## config.mk

```make
export PLATFORM = sky130hd
export DESIGN_NAME = depth_clear_sequencer
export DESIGN_NICKNAME = d
export VERILOG_FILES = /design/src/rtl/depth_clear_sequencer.sv
export SDC_FILE = /design/constraint.sdc
export NUM_CORES = 1
export LEC_CHECK = 0
export ABC_CLOCK_PERIOD_IN_PS = 2600
export CELL_PAD_IN_SITES_DETAIL_PLACEMENT = 1
export CELL_PAD_IN_SITES_GLOBAL_PLACEMENT = 1
export CORE_MARGIN = 2
export CORE_UTILIZATION = 39
export DETAILED_ROUTE_END_ITERATION = 16
export MAX_ROUTING_LAYER = met4
export PLACE_DENSITY = 0.86
export SLEW_MARGIN = 25
export SYNTH_ARGS = -nofsm -noshare
export SYNTH_HDL_FRONTEND = slang
export SYNTH_SLANG_ARGS = --single-unit
```

## constraint.sdc

```tcl
create_clock -name clk -period 2.6 [get_ports clk]
set_input_delay 0.65 -clock clk [delete_from_list [all_inputs] [get_ports clk]]
set_output_delay 0.65 -clock clk [all_outputs]
set_load 0.02 [all_outputs]
```

## src/rtl/depth_clear_sequencer.sv

```systemverilog
// Depth buffer clear initiator.
// It holds off rasterizer depth writes and drains the in-flight depth pipeline.
// It then strobes clear_req over every depth-buffer address, one address per cycle,
// and pulses done once when the sweep is finished.
//
// state | meaning
// ------+--------------------------------------------------------------
// IDLE  | waiting for clear_start; depth writes pass straight through
// DRAIN | writes held off while the in-flight depth pipeline empties
// CLEAR | clear_req asserted, clear_addr walks 0 .. N-1
// DONE  | single-cycle done pulse, rasterizer still stalled
module depth_clear_sequencer #(
  parameter int BUFFER_WIDTH      = 160,
  parameter int BUFFER_HEIGHT     = 120,
  parameter int BUFFER_ADDR_WIDTH = $clog2(BUFFER_WIDTH * BUFFER_HEIGHT),
  parameter int DRAIN_CYCLES      = 2
) (
  input  logic                         clk,
  input  logic                         rstn,
  input  logic                         clear_start,
  input  logic                         write_req_in,
  output logic                         write_req_out,
  output logic                         raster_stall,
  output logic                         clear_req,
  output logic [BUFFER_ADDR_WIDTH-1:0] clear_addr,
  output logic                         busy,
  output logic                         done
);

  localparam int N  = BUFFER_WIDTH * BUFFER_HEIGHT;
  // A drain counter of zero width is not legal, so keep at least one bit.
  // With no drain stages the counter is never used.
  localparam int DW = (DRAIN_CYCLES > 0) ? $clog2(DRAIN_CYCLES + 1) : 1;

  localparam logic [BUFFER_ADDR_WIDTH-1:0] ADDR_LAST  = BUFFER_ADDR_WIDTH'(N - 1);
  localparam logic [DW-1:0]                DRAIN_LAST = DW'(DRAIN_CYCLES - 1);

  localparam logic [1:0] S_IDLE  = 2'd0;
  localparam logic [1:0] S_DRAIN = 2'd1;
  localparam logic [1:0] S_CLEAR = 2'd2;
  localparam logic [1:0] S_DONE  = 2'd3;

  logic [1:0]                   state_q, state_d;
  logic [BUFFER_ADDR_WIDTH-1:0] addr_q, addr_d;
  logic [DW-1:0]                drain_q, drain_d;

  // Next-state and counter update; the sweep stops on an exact match with the last address.
  always_comb begin
    state_d = state_q;
    addr_d  = addr_q;
    drain_d = drain_q;
    case (state_q)
      S_IDLE: begin
        if (clear_start) begin
          if (DRAIN_CYCLES == 0) begin
            state_d = S_CLEAR;
            addr_d  = '0;
          end else begin
            state_d = S_DRAIN;
            drain_d = '0;
          end
        end
      end
      S_DRAIN: begin
        if (drain_q == DRAIN_LAST) begin
          state_d = S_CLEAR;
          addr_d  = '0;
        end else begin
          drain_d = drain_q + DW'(1);
        end
      end
      S_CLEAR: begin
        if (addr_q == ADDR_LAST) begin
          state_d = S_DONE;
        end else begin
          addr_d = addr_q + BUFFER_ADDR_WIDTH'(1);
        end
      end
      S_DONE: begin
        state_d = S_IDLE;
      end
      default: begin
        state_d = S_IDLE;
      end
    endcase
  end

  // State and counters; reset abandons any sweep in progress immediately.
  always_ff @(posedge clk or negedge rstn) begin
    if (!rstn) begin
      state_q <= S_IDLE;
      addr_q  <= '0;
      drain_q <= '0;
    end else begin
      state_q <= state_d;
      addr_q  <= addr_d;
      drain_q <= drain_d;
    end
  end

  // Output decode from registered state only, except for the write gate.
  always_comb begin
    busy          = (state_q != S_IDLE);
    raster_stall  = busy;
    clear_req     = (state_q == S_CLEAR);
    clear_addr    = clear_req ? addr_q : '0;
    done          = (state_q == S_DONE);
    write_req_out = write_req_in & ~raster_stall;
  end

endmodule

```

Word level (Yosys, flattened, before mapping)
Cells that the tools add are included.
Widths: inputs -> output; s select.

cells by class
  $add $sub $neg = 2
  equality and inequality tests = 10
  mux-type cells = 11
  bitwise logic cells = 2
  reduce and logical (&&, ||, !) cells = 7

operator list
  cell                   count
  $mux 15                3
  $pmux 15 s2            1
  $add 15x1->15 const B  1
  $eq 15x15->1 const B   1
  $mux 2                 5
  $reduce_and 3->1       3
  $ne 2x2->1 const B     4
  $pmux 2 s4             1
  $reduce_bool 2->1      3
  $eq 2x1->1 const B     2
  $eq 2x2->1 const B     2
  $pmux 2 s2             1
  $add 2x1->2 const B    1
  $logic_not 2->1        1
  $ne 2x1->1 const B     1
  $and 1x1->1            1
  $not 1->1              1

storage, ports and cells
  register bits = 19

Depth between registers and ports, before layout
  depth after elaboration = 3
  gate-level depth with buffers = 7
  depth with buffers taken out = 6

Worst setup path after synthesis
Ideal clock, no wire load.

  path type = register to output
  start = register state_q[0]
  end = output clear_addr[0]
  data arrival time = 1694 ps
  required time = 1950 ps
  slack = 256 ps
  stages on the path, launching flop included = 6
  buffers on the path = 2
  cell sequence = dfrtp_1 inv_1 ha_1 clkbuf_1 clkbuf_1 and2_1

on the way
  word-level cells in the longest chain between the ends = 2

ends and longest elaborated chain
  item                      line  source
  start: declaration        43    logic [1:0] state_q, state_d;
  start signal: assignment  95    state_q <= state_d;
  $eq 2x2->1                105   clear_req = (state_q == S_CLEAR);
  net clear_req             24    output logic clear_req,
  $mux 15                   106   clear_addr = clear_req ? addr_q : '0;
  end: declaration          25    output logic [BUFFER_ADDR_WIDTH-1:0] clear_addr,

The timed path passes the listed nets, and every way through them passes these cells.

Worst setup path in the final report
  start = register state_q[0]
  end = output raster_stall

on the way
  word-level cells in the longest chain between the ends = 1

ends and longest elaborated chain
  item               line  source
  $reduce_bool 2->1  103   busy = (state_q != S_IDLE);
  end: declaration   23    output logic raster_stall,

No other way between the ends.

==> reports/qor.yml <==
run_status: "completed"
power.density_mw_per_mm2: 881
synth_area_mm2: 0.00136
start_util: 0.408
cts_buffers: 3
placed_cells: 220
die_width_um: 63.1
syn_avg_cell_area_um2: 8.67
yosys.area.top_type: "dfrtp_1"
clockBufferDepth: 2
worst_slew_pin_slew_ns: 0.500
nFillCells: 413
rsz0062_at_grt: "no"
grt_pass1_wl_um: 6380
fmax_ghz: 0.406
cts_htree_levels: 1
crit_path_start_kind: "flip-flop"
slew_viol_final: 0
reg2reg_from: "addr_q[0]"
synth_enable_flop_cells: 0
setup_viol: 0
nNetsFinal: 190
synth_area_leaders: "dfrtp_1, ha_1, mux2i_1"
critPathMaxFanout: 4
drive_gt1_frac: 0.0843
hold_start: "addr_q[0]"
yosysUniqueCellTypes: 44
cts_tree: "built"
drc: 0
ir_worst_vdd_uv: 639
core-area_mm2: 0.00334
rrSetupSlack_ns: 0.42
cts_hold_buf: 0
first_pass_iters: 4
fin_crit_sh: 0.947
area_growth_pct: 22.2
syn_nets: 168
clk_pin_slew_ns: 0.12
cp.arrival_ns: 1.81
drtIter0Drc: 41
die-area_mm2: 0.00398
ys_seq_elements: 19
clock_latency_ns: 0.31
ant_nets: 0
cp-end-kind: "output pin"
place_hpwl_um: 2740
antennaDiodeCount: 0
maxCapViolCount: 0
pin_count: 24
final.setup.tns_ns: 0
root_buffer: "clkbuf_4"
io_buffers: 23
layout_commonest_cell: "dfrtp_1"
synthCells: 157
numClockSinks: 19
async_reset_ff_frac: 1.00
relSlewSlack: 0.667
p_leak_nw: 0.792
r2r-end: "state_q[1]"
required_ns: 1.95
grt_overflow: 0
cts_resized: 16
reg2reg_depth: 5
fp.dieH_um: 63.1
hold_depth: 1
ys.flop_type: "dfrtp_1"
antenna_found_initial: 0
wl_um: 3720
grt_max_degree: 21
hold_class: "reg2reg"
instances_no_fill: 224
wl_per_cell_um: 16.6
ys_warn_count: 0
num_rows: 21
routabilityCongestion: 0.758
layout.cells.most_common_list: "dfrtp_1, dlygate4sd2_1, nand2_1, and2_1, inv_1"
hold_path_end: "addr_q[0]"
grt_usage: 0.205
viasPerCell: 5.85
period_minus_slack_ns: 2.46
hold_violations: 0
grt_pass1_vias: 1330
path_class: "reg2out"
yosys.area.top_type_share: 0.349
dr_total_vias: 1311
ys_seq_area_frac: 0.349
finClkSkew_ns: 0.00793
cts_setup_buffers: 0
## where the power goes
part           total (mW)  switching, mW  internal [mW]
logic               0.862          0.496          0.365
registers           0.443         0.0812          0.361
clock network       0.162          0.104         0.0575
## worst max-delay path, cell delays in order, from the launching register on
cell,delay [ns]
dfrtp_1,0.42
inv_1,0.11
ha_1,0.25
inv_1,0.12
clkdlybuf4s50_1,0.61
## registers in the layout, summed over array words and instances, names as in the netlist
| signal | flops |
|---|---|
| state_q | 2 |
| addr_q | 15 |
| drain_q | 2 |
## cells in the mapped netlist (2+ instances only)
library cell,number
dfrtp_1,19
nand2_1,13
and2_1,12
inv_1,11
mux2i_1,8
nor2_1,8
o21ai_0,8
clkbuf_1,7
ha_1,7
nand3_1,7
nor3_1,6
nor4_1,5
a221o_1,4
a31oi_1,3
nand3b_1,3
a21o_1,2
a21oi_1,2
a22o_1,2
a22oi_1,2
nand2b_1,2
nand4_1,2
or4_1,2
## layer usage
metal  up-vias  GRT usage  routed length [um]
met5         -          -                   0
met1       658      0.256                1660
li1        610          -                   -
met2        35      0.347                1870
met3         8     0.0250                 123
met4         0     0.0639                  70
## layout make-up
| type | count | area, um2 | area share |
|---|---|---|---|
| inverters | 11 | 41.3 | 0.0248 |
| repair buffers | 28 | 269 | 0.162 |
| well taps | 46 | 57.6 | 0.0346 |
| multi-input cells | 116 | 793 | 0.477 |
| clock inverters | 1 | 5.00 | 0.00301 |
| flip-flops and latches | 19 | 475 | 0.286 |
| clock buffers | 3 | 22.5 | 0.0135 |
## through the flow
| step | setup slack [ns] | hold WS [ns] | util | cell area, um2 | power, mW |
|---|---|---|---|---|---|
| global placement | 0.140 | 0.519 | 0.493 | 1650 | 1.26 |
| finish | 0.138 | 0.547 | 0.499 | 1660 | 1.47 |
| floorplan | 0.256 | 0.354 | - | 1360 | 0.998 |
| CTS | 0.0291 | 0.545 | 0.496 | 1660 | 1.49 |
| global route | 0.00410 | 0.568 | 0.499 | 1660 | 1.59 |
| detailed placement | 0.134 | 0.528 | 0.493 | 1650 | 1.33 |
## how the worst max path moves through the flow
stage                       from             to  slack [ns]  cells past startpoint
floorplan             state_q[0]  clear_addr[0]        0.26                      5
global placement    write_req_in  write_req_out        0.14                      3
detailed placement  write_req_in  write_req_out        0.13                      3
CTS                   state_q[0]      clear_req        0.03                      4
global route          state_q[0]   raster_stall       0.004                      4
finish                state_q[0]   raster_stall        0.14                      4
## logic make-up (layout without fill, tap and decap cells)
group	count (synthesis)	count (layout)	synth area share
flip-flops	19	19	0.349
buffers and inverters	22	43	0.0699
AO/OA/AOI/OAI	32	32	0.172
XOR/XNOR	1	1	0.00643
AND/OR/NAND/NOR	67	67	0.271
multiplexers	9	9	0.0671
adder cells (fa/ha/maj)	7	7	0.0643
(Power assumes the default switching activity.)
==> RTL change 1, RTL diff (config.mk and constraints unchanged) <==
Set the parameter `BUFFER_WIDTH` to 240 (it was 160).
--- a/src/rtl/depth_clear_sequencer.sv
+++ b/src/rtl/depth_clear_sequencer.sv
@@ -10,7 +10,7 @@
 // CLEAR | clear_req asserted, clear_addr walks 0 .. N-1
 // DONE  | single-cycle done pulse, rasterizer still stalled
 module depth_clear_sequencer #(
-  parameter int BUFFER_WIDTH      = 160,
+  parameter int BUFFER_WIDTH      = 240,
   parameter int BUFFER_HEIGHT     = 120,
   parameter int BUFFER_ADDR_WIDTH = $clog2(BUFFER_WIDTH * BUFFER_HEIGHT),
   parameter int DRAIN_CYCLES      = 2
Behaviour: no difference found for any inputs over 10 cycles, from zero or initial values and one cycle with rstn low; that may be too few to reach the edited logic, so the function may still have changed.
==> RTL change 1 against the unedited design <==
  * Total power is 12% lower
  * Largest power group unchanged
  * Critical path depth is 1 lower
  * Area after synthesis is 0.18% higher
  * Worst hold slack better by 0.019 ns
  * Utilization is 0.34 points lower
  * Clock power is 4% lower
  * Largest cell class unchanged
  * Final area is 0.68% lower
  * Setup slack worse by 0.029 ns
  * Fmax is 1.2% lower
  * Wire length is 2.1% lower
  * Highest routed layer unchanged
  * Sequential power is 6.3% lower
  * Sequential cell count stayed put
==> RTL change 1: results <==
set metrics [dict create \
    outcome "completed" \
    holdPathEnd "drain_q[1]" \
    clk_pin_slew_ns 0.11 \
    reg2reg_depth 7 \
    vias_per_cell 5.90 \
    postSynth.asyncResetShare 1.00 \
    postCtsSetupBuffers 0 \
    nets 186 \
    r2r_start "state_q[0]" \
    synthTopCellsByCount "dfrtp_1, and2_1, nand2_1" \
    cp_data_arrival_time_ns 1.84 \
    ys_types 43 \
    clock_skew_ns 0.000517 \
    globalRouteMet1Util 0.234 \
    syn-num-nets 164 \
    dp_hpwl_mm 2.61 \
    yosys_warnings 0 \
    use_met2 0.352 \
    p_leak_nw 0.764 \
    fillers 411 \
    critPathMaxStageDelay_ns 0.59 \
    grt_pass1_vias 1369 \
    met3_usage 0.0304 \
    synth_area_leaders "dfrtp_1, and2_1, ha_1, o21ai_0, nand2_1" \
    synth_edf_count 0 \
    route.met3.wl_um 114 \
    drt-initial-drc-count 51 \
    grt_max_degree 36 \
    wl_met1_mm 1.60 \
    critPathMaxFanout 1 \
    place_congestion 0.793 \
    dr_wl_met2_mm 1.84 \
    cts_resized 15 \
    ys_seq_area_frac 0.349 \
    wl_per_cell_um 16.5 \
    synth_top_area_frac 0.349 \
    tightest_slew_ns 0.435 \
    reg2reg_to "addr_q[12]" \
    top_regs "addr_q x15, drain_q x2, state_q x2" \
    critical_path.top_delay_family "buffers and inverters" \
    hold_start "drain_q[1]" \
    whs_path_depth 2 \
    grt_pass1_wl_mm 6.33 \
    vdd_drop_max_uv 320 \
    layout-drive-gt1-share 0.0862 \
    grt_usage 0.204 \
]
-- RTL change 1: how the worst max path moves through the flow --
stage                      start       endpoint  slack, ns  cells past startpoint
global placement    write_req_in  write_req_out       0.15                      3
global route          state_q[0]           busy      0.008                      4
CTS                   state_q[0]      clear_req       0.04                      4
detailed placement  write_req_in  write_req_out       0.11                      3
finish              write_req_in  write_req_out       0.11                      3
floorplan             state_q[0]  clear_addr[0]       0.32                      5
-- RTL change 1: logic make-up (layout without fill, tap and decap cells) --
logic type,count (synthesis),after routing,share of synthesized area
DFF,19,19,0.349
buffers and inverters,18,39,0.0606
and+or+nand+nor,73,73,0.328
AOI/OAI and AO/OA,31,31,0.161
muxes,5,5,0.0385
adders and majority gates,7,7,0.0642
-- RTL change 1: cell type report --
type	count	area [µm²]	area share
clock buffers	3	22.5	0.0136
clock inverters	1	5.00	0.00303
inverters	8	30.0	0.0182
multi-input cells	116	806	0.488
flip-flops and latches	19	475	0.288
well taps	46	57.6	0.0348
repair buffers	27	256	0.155
-- RTL change 1: stage by stage --
step	util	hold slack [ns]	setup WS (ns)	instances	cell area (µm²)
2_1_floorplan	-	0.354	0.317	153	1360
3_3_place_gp	0.492	0.517	0.148	216	1640
3_5_place_dp	0.492	0.540	0.112	216	1640
4_1_cts	0.495	0.574	0.0378	220	1650
5_1_grt	0.495	0.610	0.00831	220	1650
6_report	0.495	0.565	0.110	220	1650
-- RTL change 1: report_power, final --
| group | total [mW] | switching [mW] | internal (mW) | leakage, nW |
|---|---|---|---|---|
| registers | 0.415 | 0.0670 | 0.348 | 0.257 |
| logic | 0.723 | 0.426 | 0.297 | 0.489 |
| clock network | 0.155 | 0.0978 | 0.0574 | 0.0177 |
==> RTL change 2, RTL diff (same flow settings) <==
Without the edit above. Reset style: synchronous (`rstn`), changed in one clocked block.
--- a/src/rtl/depth_clear_sequencer.sv
+++ b/src/rtl/depth_clear_sequencer.sv
@@ -86,7 +86,7 @@
   end
 
   // State and counters; reset abandons any sweep in progress immediately.
-  always_ff @(posedge clk or negedge rstn) begin
+  always_ff @(posedge clk) begin
     if (!rstn) begin
       state_q <= S_IDLE;
       addr_q  <= '0;
Check against the original RTL: differs if rstn is asserted again (counterexample within 4 cycles, from zero or initial values and one cycle with rstn low); with rstn held inactive, the same outputs for 10 cycles.
==> RTL change 2 against the unedited design <==
  * Clock skew barely moved
  * Wire length is 1.0% higher
  * Area after synthesis shrank 2.4%
  * Final area decreased by 0.75%
  * Sequential cell count unchanged
  * Sequential share of layout area down 5.5 points
  * Total power fell by 26%
  * Setup slack lost 0.016 ns
  * Die area shrank 2.2%
  * Synthesized cell count increased by 2.5%
  * Non-clock buffer count shrank 1
  * Register-to-register slack improved by 0.08 ns
  * Critical endpoint is now clear_addr[6]
  * Largest power group unchanged
==> RTL change 2: results <==
set metrics [dict create \
    outcome "completed" \
    grt_pass1_wl_mm 6.41 \
    clock_skew_ns 0.00773 \
    p_leak_nw 0.627 \
    synth_mux_area_frac 0.00753 \
    synth_compound_area_frac 0.228 \
    fillers 428 \
    r2r_slack_ns 0.50 \
    layout-drive-gt1-share 0.103 \
    dp_hpwl_mm 2.77 \
    vdd_drop_max_uv 448 \
    vias_per_cell 5.96 \
    globalRouteMet1Util 0.247 \
    holdPathEnd "addr_q[14]" \
    ys_types 40 \
    hold_start "addr_q[14]" \
    postSynth.asyncResetShare 0 \
    syn_inst 161 \
    dr_wl_met2_mm 1.89 \
    met3_usage 0.0288 \
    vias 1376 \
    tightest_slew_ns 0.615 \
    reg2reg_to "addr_q[3]" \
    cp_data_arrival_time_ns 1.83 \
    wl_met1_mm 1.67 \
    nets 197 \
]
[RTL change 2: what timing repair did]
| action | 4_1_cts | 5_1_grt |
|---|---|---|
| gates cloned | 0 | 0 |
| endpoints found under the setup margin | 12 | 3 |
| resized for setup | 12 | 2 |
[RTL change 2: power breakdown]
group	switching (mW)	internal, mW
combinational	0.348	0.232
clock	0.105	0.0575
sequential	0.0309	0.318
[RTL change 2: metrics by stage]
stage / hold slack, ns / worst slack (ns) / total power, mW
2_1_floorplan: 0.465 / 0.443 / 0.716
3_3_place_gp: 0.489 / 0.143 / 0.890
3_5_place_dp: 0.502 / 0.137 / 0.924
4_1_cts: 0.520 / 0.000195 / 1.09
5_1_grt: 0.552 / 0.00896 / 1.17
6_report: 0.516 / 0.122 / 1.09
[RTL change 2: worst max path at each step]
stage,startpoint,to,cells past startpoint
finish,state_q[0],clear_addr[6],5
global route,state_q[1],busy,4
CTS,state_q[0],clear_addr[6],5
detailed placement,write_req_in,write_req_out,3
global placement,write_req_in,write_req_out,3
floorplan,state_q[0],clear_addr[10],5
[RTL change 2: cells by family after synthesis]
logic type | count (synthesis)
AOI/OAI and AO/OA | 42
muxes | 1
adders and majority gates | 7
DFF | 19
buffers and inverters | 14
and+or+nand+nor | 78
[RTL change 2: area by class of cell]
cell class                 count  area (µm²)  area share
timing repair buffer          27         259       0.157
multi-input combinational    128         901       0.545
clock inverter                 1        5.00     0.00303
tap                           46        57.6      0.0348
clock buffer                   3        22.5      0.0136
sequential                    19         380       0.230
inverter                       7        26.3      0.0159
[RTL change 2: critical path, cell delays in order, from the launching register on]
cell,delay [ns]
dfxtp_1,0.36
inv_2,0.11
ha_4,0.18
buf_12,0.15
and2_1,0.12
clkdlybuf4s50_1,0.59
